[config.mk]
export PLATFORM = sky130hd
export DESIGN_NAME = voice_allocator_flat
export DESIGN_NICKNAME = d
export VERILOG_FILES = /design/src/rtl/voice_allocator_pkg.sv /design/src/rtl/voice_allocator_if.sv /design/src/rtl/voice_allocator_slot.sv /design/src/rtl/voice_allocator.sv /design/src/flat_wrapper.sv
export SDC_FILE = /design/constraint.sdc
export NUM_CORES = 1
export LEC_CHECK = 0
export ABC_AREA = 1
export CAP_MARGIN = 15
export CELL_PAD_IN_SITES_DETAIL_PLACEMENT = 1
export CELL_PAD_IN_SITES_GLOBAL_PLACEMENT = 1
export CORE_ASPECT_RATIO = 0.75
export CORE_UTILIZATION = 30
export CTS_CLUSTER_DIAMETER = 30
export DETAILED_ROUTE_END_ITERATION = 10
export PLACE_DENSITY_LB_ADDON = 0.1
export SETUP_SLACK_MARGIN = 0.15
export SYNTH_ARGS = -nofsm -noshare
export SYNTH_HDL_FRONTEND = slang
export SYNTH_SLANG_ARGS = --single-unit
[constraint.sdc]
create_clock -name clk -period 15.3 [get_ports clk]
set_clock_uncertainty 0.15 [all_clocks]
set_input_delay 3.825 -clock clk [delete_from_list [all_inputs] [get_ports clk]]
set_output_delay 3.825 -clock clk [all_outputs]
set_load 0.02 [all_outputs]
[src/rtl/voice_allocator_pkg.sv]
// Shared types for the polyphonic voice allocator: per-voice and controller
// state encodings plus the default note width.
package synth_voice_pkg;

  localparam int unsigned DEFAULT_NOTE_WIDTH = 7;

  typedef enum logic [1:0] {
    FREE      = 2'd0,
    HELD      = 2'd1,
    RELEASING = 2'd2
  } voice_state_t;

  typedef enum logic [1:0] {
    IDLE   = 2'd0,
    SCAN   = 2'd1,
    COMMIT = 2'd2,
    RETRIG = 2'd3
  } alloc_state_t;

endpackage

[src/rtl/voice_allocator_if.sv]
// Note-event handshake and voice-bank outputs of the voice allocator.
// The master side is the event source, the slave side is the allocator.
interface voice_allocator_if #(
  parameter int unsigned NUM_VOICES = 8,
  parameter int unsigned NOTE_WIDTH = synth_voice_pkg::DEFAULT_NOTE_WIDTH,
  parameter int unsigned AR_WIDTH   = 32
);
  logic                             note_valid;
  logic                             note_ready;
  logic                             note_on;
  logic [NOTE_WIDTH-1:0]            note_num;
  logic [AR_WIDTH-1:0]              release_len;
  logic [NUM_VOICES-1:0]            voice_play;
  logic [NUM_VOICES*NOTE_WIDTH-1:0] voice_note;
  logic [NUM_VOICES-1:0]            voice_active;
  logic                             note_dropped;

  modport master (
    output note_valid, note_on, note_num, release_len,
    input  note_ready, voice_play, voice_note, voice_active, note_dropped
  );

  modport slave (
    input  note_valid, note_on, note_num, release_len,
    output note_ready, voice_play, voice_note, voice_active, note_dropped
  );
endinterface

[src/rtl/voice_allocator_slot.sv]
// One voice slot: lifecycle state, assigned note, release tail counter and
// saturating age, driven by strobes from the allocator controller.
module voice_slot
  import synth_voice_pkg::*;
#(
  parameter int unsigned NOTE_WIDTH = DEFAULT_NOTE_WIDTH,
  parameter int unsigned AR_WIDTH   = 32,
  parameter int unsigned AGE_WIDTH  = 8
) (
  input  logic                  clk,
  input  logic                  rst,
  input  logic                  assign_i,
  input  logic [NOTE_WIDTH-1:0] note_i,
  input  logic                  release_i,
  input  logic [AR_WIDTH-1:0]   release_len_i,
  input  logic                  age_inc_i,
  input  logic                  play_set_i,
  input  logic                  play_clr_i,
  output voice_state_t          state_o,
  output logic [NOTE_WIDTH-1:0] note_o,
  output logic [AGE_WIDTH-1:0]  age_o,
  output logic                  play_o,
  output logic                  active_o
);

  voice_state_t          state_q, state_d;
  logic [NOTE_WIDTH-1:0] note_q, note_d;
  logic [AR_WIDTH-1:0]   cnt_q, cnt_d;
  logic [AGE_WIDTH-1:0]  age_q, age_d;
  logic                  play_q, play_d;
  logic                  active_q, active_d;

  always_ff @(posedge clk or posedge rst) begin
    if (rst) begin
      state_q  <= FREE;
      note_q   <= '0;
      cnt_q    <= '0;
      age_q    <= '0;
      play_q   <= 1'b0;
      active_q <= 1'b0;
    end else begin
      state_q  <= state_d;
      note_q   <= note_d;
      cnt_q    <= cnt_d;
      age_q    <= age_d;
      play_q   <= play_d;
      active_q <= active_d;
    end
  end

  // Release tail runs on its own; controller strobes override it.
  always_comb begin
    state_d = state_q;
    note_d  = note_q;
    cnt_d   = cnt_q;
    age_d   = age_q;
    play_d  = play_q;

    if (state_q == RELEASING) begin
      if (cnt_q <= AR_WIDTH'(1)) begin
        state_d = FREE;
        cnt_d   = '0;
      end else begin
        cnt_d = cnt_q - AR_WIDTH'(1);
      end
    end

    if (age_inc_i && (state_q != FREE) && (age_q != '1)) begin
      age_d = age_q + AGE_WIDTH'(1);
    end

    if (release_i) begin
      if (release_len_i == '0) begin
        state_d = FREE;
        cnt_d   = '0;
      end else begin
        state_d = RELEASING;
        cnt_d   = release_len_i;
      end
    end

    if (assign_i) begin
      state_d = HELD;
      note_d  = note_i;
      age_d   = '0;
      cnt_d   = '0;
    end

    if (play_set_i) begin
      play_d = 1'b1;
    end else if (play_clr_i) begin
      play_d = 1'b0;
    end

    active_d = (state_d != FREE);
  end

  assign state_o  = state_q;
  assign note_o   = note_q;
  assign age_o    = age_q;
  assign play_o   = play_q;
  assign active_o = active_q;

endmodule

[src/rtl/voice_allocator.sv]
// Polyphonic voice allocator: scans all voice slots per event, then commits a
// note-on/off. Define VOICE_STEAL_EN to steal the oldest voice when none is free.
module voice_allocator
  import synth_voice_pkg::*;
#(
  parameter int unsigned NUM_VOICES = 8,
  parameter int unsigned NOTE_WIDTH = DEFAULT_NOTE_WIDTH,
  parameter int unsigned AR_WIDTH   = 32,
  parameter int unsigned AGE_WIDTH  = 8
) (
  input logic               clk,
  input logic               rst,
  voice_allocator_if.slave  bus
);

  localparam int unsigned IDX_W = (NUM_VOICES > 1) ? $clog2(NUM_VOICES) : 1;
  localparam logic [IDX_W-1:0] LAST_IDX = IDX_W'(NUM_VOICES - 1);

  alloc_state_t          state_q, state_d;
  logic [IDX_W-1:0]      idx_q, idx_d;
  logic                  ev_on_q, ev_on_d;
  logic [NOTE_WIDTH-1:0] ev_note_q, ev_note_d;
  logic                  free_vld_q, free_vld_d;
  logic [IDX_W-1:0]      free_idx_q, free_idx_d;
  logic                  rel_vld_q, rel_vld_d;
  logic [IDX_W-1:0]      rel_idx_q, rel_idx_d;
  logic [AGE_WIDTH-1:0]  rel_age_q, rel_age_d;
  logic                  held_vld_q, held_vld_d;
  logic [IDX_W-1:0]      held_idx_q, held_idx_d;
  logic [AGE_WIDTH-1:0]  held_age_q, held_age_d;
  logic                  match_vld_q, match_vld_d;
  logic [IDX_W-1:0]      match_idx_q, match_idx_d;
  logic [IDX_W-1:0]      tgt_q, tgt_d;
  logic                  ready_q, ready_d;
  logic                  drop_q, drop_d;

  voice_state_t          slot_state [NUM_VOICES];
  logic [NOTE_WIDTH-1:0] slot_note  [NUM_VOICES];
  logic [AGE_WIDTH-1:0]  slot_age   [NUM_VOICES];
  logic [NUM_VOICES-1:0] slot_play, slot_active;
  logic [NUM_VOICES-1:0] assign_v, release_v, age_inc_v, play_set_v, play_clr_v;

  voice_state_t          cur_state;
  logic [NOTE_WIDTH-1:0] cur_note;
  logic [AGE_WIDTH-1:0]  cur_age;
  logic                  tgt_vld_c, tgt_held_c;
  logic [IDX_W-1:0]      tgt_idx_c;

  for (genvar v = 0; v < NUM_VOICES; v++) begin : g_slot
    voice_slot #(
      .NOTE_WIDTH (NOTE_WIDTH),
      .AR_WIDTH   (AR_WIDTH),
      .AGE_WIDTH  (AGE_WIDTH)
    ) u_slot (
      .clk           (clk),
      .rst           (rst),
      .assign_i      (assign_v[v]),
      .note_i        (ev_note_q),
      .release_i     (release_v[v]),
      .release_len_i (bus.release_len),
      .age_inc_i     (age_inc_v[v]),
      .play_set_i    (play_set_v[v]),
      .play_clr_i    (play_clr_v[v]),
      .state_o       (slot_state[v]),
      .note_o        (slot_note[v]),
      .age_o         (slot_age[v]),
      .play_o        (slot_play[v]),
      .active_o      (slot_active[v])
    );
    assign bus.voice_note[v*NOTE_WIDTH +: NOTE_WIDTH] = slot_note[v];
  end

  assign cur_state = slot_state[idx_q];
  assign cur_note  = slot_note[idx_q];
  assign cur_age   = slot_age[idx_q];

  always_ff @(posedge clk or posedge rst) begin
    if (rst) begin
      state_q     <= IDLE;
      idx_q       <= '0;
      ev_on_q     <= 1'b0;
      ev_note_q   <= '0;
      free_vld_q  <= 1'b0;
      free_idx_q  <= '0;
      rel_vld_q   <= 1'b0;
      rel_idx_q   <= '0;
      rel_age_q   <= '0;
      held_vld_q  <= 1'b0;
      held_idx_q  <= '0;
      held_age_q  <= '0;
      match_vld_q <= 1'b0;
      match_idx_q <= '0;
      tgt_q       <= '0;
      ready_q     <= 1'b1;
      drop_q      <= 1'b0;
    end else begin
      state_q     <= state_d;
      idx_q       <= idx_d;
      ev_on_q     <= ev_on_d;
      ev_note_q   <= ev_note_d;
      free_vld_q  <= free_vld_d;
      free_idx_q  <= free_idx_d;
      rel_vld_q   <= rel_vld_d;
      rel_idx_q   <= rel_idx_d;
      rel_age_q   <= rel_age_d;
      held_vld_q  <= held_vld_d;
      held_idx_q  <= held_idx_d;
      held_age_q  <= held_age_d;
      match_vld_q <= match_vld_d;
      match_idx_q <= match_idx_d;
      tgt_q       <= tgt_d;
      ready_q     <= ready_d;
      drop_q      <= drop_d;
    end
  end

  // Note-on target: free first; stealing falls back to oldest releasing, then oldest held.
  always_comb begin
    tgt_vld_c  = 1'b0;
    tgt_held_c = 1'b0;
    tgt_idx_c  = '0;
    if (free_vld_q) begin
      tgt_vld_c = 1'b1;
      tgt_idx_c = free_idx_q;
    end
`ifdef VOICE_STEAL_EN
    else if (rel_vld_q) begin
      tgt_vld_c = 1'b1;
      tgt_idx_c = rel_idx_q;
    end else if (held_vld_q) begin
      tgt_vld_c  = 1'b1;
      tgt_held_c = 1'b1;
      tgt_idx_c  = held_idx_q;
    end
`endif
  end

  always_comb begin
    state_d     = state_q;
    idx_d       = idx_q;
    ev_on_d     = ev_on_q;
    ev_note_d   = ev_note_q;
    free_vld_d  = free_vld_q;
    free_idx_d  = free_idx_q;
    rel_vld_d   = rel_vld_q;
    rel_idx_d   = rel_idx_q;
    rel_age_d   = rel_age_q;
    held_vld_d  = held_vld_q;
    held_idx_d  = held_idx_q;
    held_age_d  = held_age_q;
    match_vld_d = match_vld_q;
    match_idx_d = match_idx_q;
    tgt_d       = tgt_q;
    drop_d      = 1'b0;
    assign_v    = '0;
    release_v   = '0;
    age_inc_v   = '0;
    play_set_v  = '0;
    play_clr_v  = '0;

    unique case (state_q)
      IDLE: begin
        if (bus.note_valid && ready_q) begin
          ev_on_d     = bus.note_on;
          ev_note_d   = bus.note_num;
          idx_d       = '0;
          free_vld_d  = 1'b0;
          rel_vld_d   = 1'b0;
          held_vld_d  = 1'b0;
          match_vld_d = 1'b0;
          state_d     = SCAN;
        end
      end

      SCAN: begin
        if ((cur_state == FREE) && !free_vld_q) begin
          free_vld_d = 1'b1;
          free_idx_d = idx_q;
        end
        if ((cur_state == RELEASING) && (!rel_vld_q || (cur_age > rel_age_q))) begin
          rel_vld_d = 1'b1;
          rel_idx_d = idx_q;
          rel_age_d = cur_age;
        end
        if ((cur_state == HELD) && (!held_vld_q || (cur_age > held_age_q))) begin
          held_vld_d = 1'b1;
          held_idx_d = idx_q;
          held_age_d = cur_age;
        end
        if ((cur_state == HELD) && !match_vld_q && (cur_note == ev_note_q)) begin
          match_vld_d = 1'b1;
          match_idx_d = idx_q;
        end
        if (idx_q == LAST_IDX) begin
          state_d = COMMIT;
        end else begin
          idx_d = idx_q + IDX_W'(1);
        end
      end

      COMMIT: begin
        state_d = IDLE;
        if (!ev_on_q) begin
          if (match_vld_q) begin
            release_v[match_idx_q]  = 1'b1;
            play_clr_v[match_idx_q] = 1'b1;
          end
        end else if (!match_vld_q) begin
          if (tgt_vld_c) begin
            assign_v[tgt_idx_c] = 1'b1;
            age_inc_v           = ~(NUM_VOICES'(1) << tgt_idx_c);
            if (tgt_held_c) begin
              play_clr_v[tgt_idx_c] = 1'b1;
              tgt_d                 = tgt_idx_c;
              state_d               = RETRIG;
            end else begin
              play_set_v[tgt_idx_c] = 1'b1;
            end
          end else begin
            drop_d = 1'b1;
          end
        end
      end

`ifdef VOICE_STEAL_EN
      // Gate was dropped at commit; raising it again restarts the envelope attack.
      RETRIG: begin
        play_set_v[tgt_q] = 1'b1;
        state_d           = IDLE;
      end
`endif

      default: state_d = IDLE;
    endcase

    ready_d = (state_d == IDLE);
  end

  assign bus.note_ready   = ready_q;
  assign bus.note_dropped = drop_q;
  assign bus.voice_play   = slot_play;
  assign bus.voice_active = slot_active;

endmodule

[src/flat_wrapper.sv]
// flat-port wrapper written by rule: the top's interface ports become plain ports
module voice_allocator_flat import synth_voice_pkg::*;
#(
  parameter int unsigned NUM_VOICES = 8,
  parameter int unsigned NOTE_WIDTH = DEFAULT_NOTE_WIDTH,
  parameter int unsigned AR_WIDTH   = 32,
  parameter int unsigned AGE_WIDTH  = 8
)
  (clk, rst, bus_note_valid, bus_note_on, bus_note_num, bus_release_len, bus_note_ready, bus_voice_play, bus_voice_note, bus_voice_active, bus_note_dropped);
  voice_allocator_if #(.NUM_VOICES(NUM_VOICES), .NOTE_WIDTH(NOTE_WIDTH), .AR_WIDTH(AR_WIDTH)) bus_i ();
  input logic clk;
  input logic rst;
  input wire logic [$bits(bus_i.note_valid)-1:0] bus_note_valid;
  input wire logic [$bits(bus_i.note_on)-1:0] bus_note_on;
  input wire logic [$bits(bus_i.note_num)-1:0] bus_note_num;
  input wire logic [$bits(bus_i.release_len)-1:0] bus_release_len;
  output wire logic [$bits(bus_i.note_ready)-1:0] bus_note_ready;
  output wire logic [$bits(bus_i.voice_play)-1:0] bus_voice_play;
  output wire logic [$bits(bus_i.voice_note)-1:0] bus_voice_note;
  output wire logic [$bits(bus_i.voice_active)-1:0] bus_voice_active;
  output wire logic [$bits(bus_i.note_dropped)-1:0] bus_note_dropped;
  assign bus_i.note_valid = bus_note_valid;
  assign bus_i.note_on = bus_note_on;
  assign bus_i.note_num = bus_note_num;
  assign bus_i.release_len = bus_release_len;
  assign bus_note_ready = bus_i.note_ready;
  assign bus_voice_play = bus_i.voice_play;
  assign bus_voice_note = bus_i.voice_note;
  assign bus_voice_active = bus_i.voice_active;
  assign bus_note_dropped = bus_i.note_dropped;
  voice_allocator #(.NUM_VOICES(NUM_VOICES), .NOTE_WIDTH(NOTE_WIDTH), .AR_WIDTH(AR_WIDTH), .AGE_WIDTH(AGE_WIDTH)) u_core (.clk(clk), .rst(rst), .bus(bus_i));
endmodule
==> flow_metrics.py, run 1 <==
metrics = {
    "outcome": {
        "status": "finished with violations",
        "failed_checks": "DRC",
    },
    "grt": {
        "grt-busiest-layer": "met1",
        "grt_pass1_vias": 26330,
        "met2_usage": 0.3878,
        "grt_pass1_wl_mm": 172.6,
        "globalRouteMet3Util": 0.04975,
        "grt_max_degree": 66,
        "antenna_found_initial": 2,
        "met1_usage": 0.4058,
        "track_usage": 0.2705,
        "grt-ovfl-total": 0,
    },
    "place": {
        "dp_hpwl_mm": 81.32,
        "place_inst": 4872,
        "place.gp.congestion": 0.9162,
        "port-buffer-count": 116,
        "place_ws_ps": 8662,
    },
    "flow_run": {
        "maxCapViolCount": 0,
    },
    "setup_path": {
        "rr_worst_depth": 10,
        "worstSetupStartpoint": "bus_release_len[25]",
        "cp_data_required_time_ps": 15700,
        "crit_fanout": 9,
        "ff2ff_setup_slack_ps": 11740,
        "crit_arrival_ps": 6420,
        "cp-start-kind": "primary input",
        "cp-end-kind": "flip-flop",
        "r2r-start": "u_core.state_q[1]",
        "r2r_end": "u_core.g_slot[3].u_slot.cnt_q[23]",
        "crit_type": "primary input to flip-flop",
    },
    "sta": {
        "layout_setup_ws_ps": 9275,
        "fmax_mhz": 166.0,
        "hold_slack_ps": 319.6,
        "min_period_over_period": 0.3938,
        "finalSetupViolations": 0,
        "relSlewSlack": 0.2161,
        "rsz0062_at_grt": "false",
        "finalHoldViolCount": 0,
        "maxSlewViolCount": 0,
        "setup_tns_ps": 0,
        "fin_crit_ps": 6025,
        "tightest_slew_ps": 1169,
    },
    "pwr": {
        "p_leak_nw": 14.05,
        "irDropWorstVdd_mv": 0.08345,
        "powerDensity_mw_per_mm2": 153.9,
        "finalPower_mw": 4.762,
    },
    "synth": {
        "syn_area_per_cell_sq_um": 6.626,
        "yosysWarningCount": 0,
        "synth-edff-count": 0,
        "synth-compound-area-share": 0.1652,
        "synthFlopType": "dfrtp_1",
        "synth-seq-cells": 367,
        "synth_xor_area_frac": 0.04122,
        "synthArstFlopShare": 1.000,
        "ys_seq_area_frac": 0.3694,
        "synth_top_cell_area_share": 0.3684,
        "synth_simple_gate_area_frac": 0.3242,
        "synth_top_family_by_area": "simple AND/OR/NAND/NOR gates",
        "syn_area_sq_mm": 0.02486,
        "syn_nets": 3813,
        "synth_area_leaders": "dfrtp_1, nand2_1, o21ai_0",
        "netlist_instances": 3752,
        "synthMuxAreaShare": 0,
        "synth_fa_ha_area_frac": 0.009058,
        "yosys.area.top_type": "dfrtp_1",
        "netlist-cell-type-count": 50,
    },
    "detailed_routing": {
        "drtPass1Iterations": 8,
        "drc": 2,
        "vias": 26040,
        "wl_per_cell_um": 22.39,
        "drt_iter0_drc": 1911,
        "routed_wl_mm": 113.7,
        "viasPerCell": 5.132,
        "ant_nets": 0,
    },
    "cts": {
        "cts-root-buf": "clkbuf_16",
        "cts_buffer_depth": 3,
        "clkLatencyLatePin_ps": 680,
        "post_cts_buffers": 0,
        "clkTransAtPathRegs_ps": 40,
        "cts_sinks": 367,
        "numCtsBuffers": 108,
        "cts_resized": 0,
        "cts_tree": "yes",
        "hold_buffers": 0,
        "cts_htree_levels": 3,
    },
    "floorplanning": {
        "core-area_sq_mm": 0.08209,
        "die_w_um": 334.4,
        "die_area_sq_mm": 0.08404,
        "rows": 91,
        "fp.dieH_um": 251.3,
        "io-pin-count": 117,
        "start_util": 0.3029,
    },
    "layout": {
        "syn_to_final_growth_pct": 24.41,
        "layout_commonest_cell": "nand2_1",
        "fillers": 10270,
        "insertedDiodeCount": 0,
        "num-nets-final": 3927,
        "fin_cells": 5075,
        "final_cell_mix": "nand2_1, o21ai_0, nor2_1, inv_1, dfrtp_1",
        "drive_gt1_frac": 0.07679,
    },
    "min_path": {
        "holdPathStages": 2,
        "min-delay-start": "u_core.g_slot[2].u_slot.play_o",
        "hold_class": "flip-flop to flip-flop",
        "min_to": "u_core.g_slot[2].u_slot.play_o",
    },
}
worst max path at each step:
stage,depth (start not counted),slack [ps],to
floorplan,1,1140,u_core.bus.note_dropped
global placement,10,8630,u_core.g_slot[6].u_slot.active_o
detailed placement,10,8660,u_core.g_slot[6].u_slot.active_o
CTS,10,9350,u_core.g_slot[6].u_slot.active_o
global route,4,9120,u_core.g_slot[7].u_slot.cnt_q[16]
finish,10,9270,u_core.g_slot[6].u_slot.active_o
flip-flops by register name, summed over array words and instances, names as in the netlist, 7 cells and up:
register and cells:
u_core.g_slot.u_slot.note_o 56, u_core.g_slot.u_slot.cnt_q 256, u_core.ev_note_q 7, u_core.g_slot.u_slot.active_o 8, u_core.g_slot.u_slot.state_o 16, u_core.g_slot.u_slot.play_o 8
cell families (layout without fill, tap and decap cells):
family,after synthesis,count (layout)
and+or+nand+nor,1921,1921
AOI/OAI and AO/OA,776,776
buffers and inverters,553,760
DFF,367,367
xor gates and xnor gates,117,117
adders and majority gates,18,18
where the power goes:
group	total (mW)	internal, mW	switching (mW)
clock network	2.48	1.76	0.718
logic	0.904	0.305	0.599
registers	1.38	1.15	0.227
total	4.76	3.22	1.54
per-stage QoR:
| step | cell area, sq um | util |
|---|---|---|
| after global placement | 26930 | 0.3280 |
| after global routing | 30930 | 0.3768 |
| after floorplan | 24860 | - |
| after detailed placement | 26930 | 0.3280 |
| after CTS | 30930 | 0.3768 |
| final | 30930 | 0.3768 |
routing by layer:
| metal | vias up | share of wire |
|---|---|---|
| li1 | 12430 | - |
| met1 | 12770 | 0.51 |
| met2 | 683 | 0.41 |
| met3 | 150 | 0.055 |
| met4 | 4 | 0.026 |
| met5 | - | 0.00022 |
cells in the mapped netlist, types with 4 or more instances:
master       n
nor2_4      10
o21ai_2      5
nand2_4      5
nand3_1    218
ha_1        18
o21ai_0    442
clkbuf_1    58
o22ai_1     40
o21ai_1     24
nand2_2     11
a21oi_1    198
o211ai_1    31
buf_2       46
nand2_1   1100
buf_4       25
dfrtp_1    366
nand4_1     60
nor2_2      21
clkinv_1    11
a31oi_1     23
xnor2_1     14
nor2_1     430
inv_2       19
inv_1      385
nor3_1      36
buf_6        4
nand3b_1     4
xor2_1     103
nand3_2      5
layout make-up:
cell class                 instances  area, sq um  share of cell area
sequential                       367         9186              0.2970
clock inverter                    59        974.7             0.03151
multi-input combinational       2832        13420              0.4339
timing repair buffer             142         1356             0.04385
tap                             1116         1396             0.04514
clock buffer                     144         3030             0.09797
inverter                         415         1565             0.05060
critical path, cell delays in order:
cell	delay, ps
clkdlybuf4s50_1	400
clkinv_1	580
nand3_1	160
nor3_1	210
nand2_1	70
nor2_1	650
nand2_1	110
nand2_1	90
a21oi_1	60
or2_1	240
(Power assumes the default switching activity.)
==> run 2: changes to the inputs <==
clock period = 5.7 ns   (was 15.3 ns; I/O delays follow)
==> run 2 against run 1 <==
  * The flow now finishes without violations
  * Cell count rose by 0.30%
  * Clock-buffer cell count shrank 6
  * Clock power grew to 2.6 times the previous value
  * Sequential share of layout area about the same
  * Via count about the same
  * Global-route usage decreased by 0.10 points
  * Routed wire length shrank 0.45%
  * Worst hold slack improved by 6.0 ps
==> flow_metrics.py, run 2 (synthesis results as in run 1) <==
metrics = {
    "detailed_routing": {
        "viasPerCell": 5.119,
        "ant_nets": 0,
        "drtPass1Iterations": 5,
        "wl_per_cell_um": 22.23,
        "drc": 0,
        "drt_iter0_drc": 1826,
        "routed_wl_mm": 113.1,
        "vias": 26060,
    },
    "layout": {
        "post-route-util": 0.3774,
        "final-seq-area_sq_mm": 0.009186,
        "multi_input_area_sq_mm": 0.01342,
        "final_cell_mix": "nand2_1, o21ai_0, nor2_1, inv_1, dfrtp_1",
        "layout_commonest_cell": "nand2_1",
        "fillers": 10310,
        "regMostFlops": "u_core.g_slot.u_slot.cnt_q",
        "num-nets-final": 3945,
        "syn_to_final_growth_pct": 24.60,
        "drive_gt1_frac": 0.08155,
        "design_area_sq_mm": 0.03098,
        "largest_register_ff_count": 256,
    },
    "min_path": {
        "holdPathStages": 2,
        "min_to": "u_core.g_slot[6].u_slot.play_o",
        "hold_class": "flip-flop to flip-flop",
        "min-delay-start": "u_core.g_slot[6].u_slot.play_o",
    },
    "sta": {
        "finalSetupViolations": 0,
        "tightest_slew_ps": 1022,
        "fin_crit_ps": 3421,
        "relSlewSlack": 0.3147,
        "finalHoldViolCount": 0,
        "rsz0062_at_grt": "false",
        "hold_slack_ps": 325.6,
        "layout_setup_ws_ps": 2279,
        "maxSlewViolCount": 0,
        "min_period_over_period": 0.6001,
        "fmax_mhz": 292.3,
    },
    "cts": {
        "post_cts_buffers": 0,
        "cts-root-buf": "clkbuf_16",
        "cts_sinks": 367,
        "cts_resized": 0,
        "numCtsBuffers": 105,
        "hold_buffers": 0,
        "cts_buffer_depth": 3,
        "cts_tree": "yes",
        "cts_htree_levels": 3,
        "clkTransAtPathRegs_ps": 50,
        "clkLatencyLatePin_ps": 670,
    },
    "place": {
        "place_ws_ps": 1812,
        "place.gp.congestion": 0.8910,
        "port-buffer-count": 116,
        "placed_cell_area_sq_mm": 0.02713,
        "dp_hpwl_mm": 81.02,
    },
    "floorplanning": {
        "core-area_sq_mm": 0.08209,
        "io-pin-count": 117,
        "die_w_um": 334.4,
        "rows": 91,
        "fp.dieH_um": 251.3,
        "start_util": 0.3029,
        "die_area_sq_mm": 0.08404,
    },
    "pwr": {
        "p_leak_nw": 14.09,
        "powerDensity_mw_per_mm2": 404.1,
        "finalPower_mw": 12.52,
        "irDropWorstVdd_mv": 0.2540,
    },
    "grt": {
        "grt_pass1_wl_mm": 171.5,
        "grt_pass1_vias": 26050,
        "track_usage": 0.2695,
        "grt-ovfl-total": 0,
        "grt_max_degree": 81,
        "antenna_found_initial": 3,
    },
    "setup_path": {
        "crit_fanout": 2,
        "cp-start-kind": "flip-flop",
        "rr_worst_depth": 9,
        "cp_data_required_time_ps": 4120,
        "crit_chain": "clkdlybuf4s50_1",
        "cp.buffers_inverters": 1,
        "cp-end-kind": "output port",
        "r2r_end": "u_core.g_slot[2].u_slot.cnt_q[19]",
        "ff2ff_setup_slack_ps": 2330,
        "crit_arrival_ps": 1850,
        "r2r-start": "u_core.state_q[0]",
        "crit_type": "flip-flop to output port",
        "critPathTopFamily": "buffers and inverters",
        "cp_slowest_cell": "clkdlybuf4s50_1",
        "cpPeakStageDelay_ps": 650,
    },
    "flow_run": {
        "maxCapViolCount": 0,
    },
    "outcome": {
        "status": "finished, final reports clean",
    },
}
## run 2: changes by cell type in the layout (fill, tap and decap cells not counted)
cell        delta
buf_4         +17
clkbuf_1       -6
buf_12         +4
bufinv_16      -4
clkbuf_16      -4
clkbuf_8       +4
clkinv_8       -2
clkinvlp_4     +2
inv_16         +2
clkinv_2       +1
diode_2        +1
inv_6          +1
inv_8          -1
## run 2: worst max path at each step
stage	start	end	slack (ps)	depth (start not counted)
4_1_cts	u_core.bus.note_ready	bus_note_ready	2230	1
5_1_grt	u_core.state_q[0]	u_core.g_slot[3].u_slot.cnt_q[14]	2080	10
2_1_floorplan	rst	u_core.bus.note_dropped	-800	1
6_report	u_core.bus.note_ready	bus_note_ready	2280	1
3_3_place_gp	bus_release_len[23]	u_core.g_slot[6].u_slot.active_o	1800	11
3_5_place_dp	bus_release_len[30]	u_core.g_slot[0].u_slot.active_o	1810	10
## run 2: where the power goes
part           total (mW)  switching (mW)  leakage [nW]  internal [mW]
Combinational        2.50            1.67          8.34          0.831
Sequential           3.63           0.541          3.87           3.09
Clock                6.38            1.90          1.88           4.48
## run 2: metrics by stage
stage / instances / TNS [ps]
4_1_cts: 5089 / 0
3_5_place_dp: 4893 / 0
3_3_place_gp: 4893 / 0
5_1_grt: 5089 / 0
2_1_floorplan: 3752 / -292210
6_report: 5090 / 0
## run 2: layout make-up
class,instances,share of cell area
clock inverter,58,0.02851
antenna,1,0.00008078
multi-input combinational,2832,0.4333
clock buffer,138,0.09564
timing repair buffer,163,0.05048
inverter,415,0.05040
sequential,367,0.2965
tap,1116,0.04507
## run 2: layer usage
metal  global-route usage  wire length [um]
met4              0.09817              3993
met2               0.3822             46060
met5                    0                11
met1               0.3971             55830
met3              0.05600              7249
==> run 3: changes to the inputs <==
clock period = 3.2 ns   (was 5.7 ns; I/O delays follow)
==> run 3 against run 2 <==
  * Clock-buffer cell count rose by 25
  * Register-to-register slack worse by 1800 ps
  * Critical endpoint unchanged
  * Critical path type unchanged
  * Clock power grew 72%
  * Highest routed layer unchanged
  * Critical path depth stayed put
  * Sequential share of layout area fell by 0.40 points
  * Global-route usage barely moved
==> flow_metrics.py, run 3 (synthesis results as in run 1) <==
metrics = {
    "detailed_routing": {
        "wl_per_cell_um": 21.79,
        "drt_iter0_drc": 1718,
        "drtPass1Iterations": 7,
        "drc": 0,
        "viasPerCell": 5.080,
        "routed_wl_mm": 112.4,
        "vias": 26200,
        "ant_nets": 0,
    },
    "flow_run": {
        "maxCapViolCount": 0,
    },
    "outcome": {
        "status": "finished, final reports clean",
    },
    "sta": {
        "finalSetupViolations": 0,
        "min_period_over_period": 0.8824,
        "rsz0062_at_grt": "false",
        "maxSlewViolCount": 0,
        "finalHoldViolCount": 0,
        "tightest_slew_ps": 933.7,
        "hold_slack_ps": 316.3,
        "relSlewSlack": 0.3769,
        "fin_crit_ps": 2824,
        "fmax_mhz": 354.2,
    },
    "floorplanning": {
        "rows": 91,
        "start_util": 0.3029,
        "fp.dieH_um": 251.3,
        "die_w_um": 334.4,
        "die_area_sq_mm": 0.08404,
        "io-pin-count": 117,
        "core-area_sq_mm": 0.08209,
    },
    "layout": {
        "fillers": 10290,
        "fin_cells": 5157,
        "num-nets-final": 4015,
        "design_area_sq_mm": 0.03140,
        "final-seq-area_sq_mm": 0.009186,
        "final_cell_mix": "nand2_1, o21ai_0, nor2_1, inv_1, dfrtp_1",
        "regMostFlops": "u_core.g_slot.u_slot.cnt_q",
        "insertedDiodeCount": 0,
        "largest_register_ff_count": 256,
        "multi_input_area_sq_mm": 0.01342,
        "layout_commonest_cell": "nand2_1",
        "post-route-util": 0.3825,
        "syn_to_final_growth_pct": 26.29,
        "drive_gt1_frac": 0.09428,
    },
    "setup_path": {
        "cp_data_required_time_ps": 2250,
        "crit_chain": "clkdlybuf4s50_1",
        "cp-start-kind": "flip-flop",
        "cp.buffers_inverters": 1,
        "critPathTopFamily": "buffers and inverters",
        "cp-end-kind": "output port",
        "crit_arrival_ps": 1870,
        "cpPeakStageDelay_ps": 660,
        "crit_fanout": 2,
        "crit_type": "flip-flop to output port",
        "cp_slowest_cell": "clkdlybuf4s50_1",
    },
    "place": {
        "port-buffer-count": 116,
        "placed_cell_area_sq_mm": 0.02766,
        "place.gp.congestion": 0.9105,
        "dp_hpwl_mm": 80.81,
        "place_inst": 4959,
    },
    "cts": {
        "post_cts_buffers": 0,
        "hold_buffers": 0,
        "numCtsBuffers": 109,
        "cts_buffer_depth": 3,
        "clkLatencyLatePin_ps": 680,
        "cts_tree": "yes",
        "clkTransAtPathRegs_ps": 50,
        "cts_sinks": 367,
        "cts_resized": 0,
        "cts_htree_levels": 3,
        "cts-root-buf": "clkbuf_16",
    },
    "grt": {
        "grt-ovfl-total": 0,
        "track_usage": 0.2696,
        "grt_pass1_wl_mm": 172.8,
        "grt_max_degree": 61,
        "grt_pass1_vias": 27150,
        "antenna_found_initial": 2,
    },
    "min_path": {
        "hold_class": "flip-flop to flip-flop",
    },
    "pwr": {
        "powerDensity_mw_per_mm2": 698.4,
        "irDropWorstVdd_mv": 0.4359,
        "finalPower_mw": 21.93,
        "p_leak_nw": 14.38,
    },
}
==> run 3: cell count changes in the layout (fill, tap and decap cells not counted), moves of 4 or more <==
cell and change:
buf_4 +63, clkbuf_1 +11, clkbuf_8 +11, clkinv_2 -11
bufinv_16 -9, clkinvlp_4 -4
==> run 3: stage by stage <==
step           TNS, ps  worst slack (ps)
2_1_floorplan  -979780             -2673
3_3_place_gp         0             226.1
3_5_place_dp         0             325.1
4_1_cts              0             333.0
5_1_grt              0             292.4
6_report             0             376.5
==> run 3: final timing paths <==
check                                                  from                                end  slack [ps]  cells past startpoint
max                                   u_core.bus.note_ready                     bus_note_ready         380                      1
min                          u_core.g_slot[4].u_slot.play_o     u_core.g_slot[4].u_slot.play_o         320                      2
max reg2reg                u_core.g_slot[4].u_slot.cnt_q[1]   u_core.g_slot[4].u_slot.active_o         500                     11
min reg2reg                  u_core.g_slot[4].u_slot.play_o     u_core.g_slot[4].u_slot.play_o         320                      2
max in group asynchronous                               rst   u_core.g_slot[2].u_slot.cnt_q[8]        1730                      4
min in group asynchronous                               rst  u_core.g_slot[7].u_slot.note_o[3]         390                      3
==> run 3: where the power goes <==
part	internal (mW)	total, mW	switching [mW]
Sequential	5.50	6.50	1.00
Combinational	1.55	4.46	2.91
Clock	7.65	11.0	3.32
==> run 3: cell type report <==
type | instances | share of cell area
Clock buffer | 163 | 0.1029
Inverter | 415 | 0.04973
Clock inverter | 35 | 0.01610
Timing Repair Buffer | 229 | 0.06678
Sequential cell | 367 | 0.2926
Tap cell | 1116 | 0.04447
Multi-Input combinational cell | 2832 | 0.4275
==> run 3: layer usage <==
layer  up-vias  GRT usage  routed length [um]
li1      12620          -                   -
met5         -          0                  13
met4         2    0.08152                3332
met2       537     0.4062               47910
met1     12880     0.3891               55830
met3       170    0.04821                5280
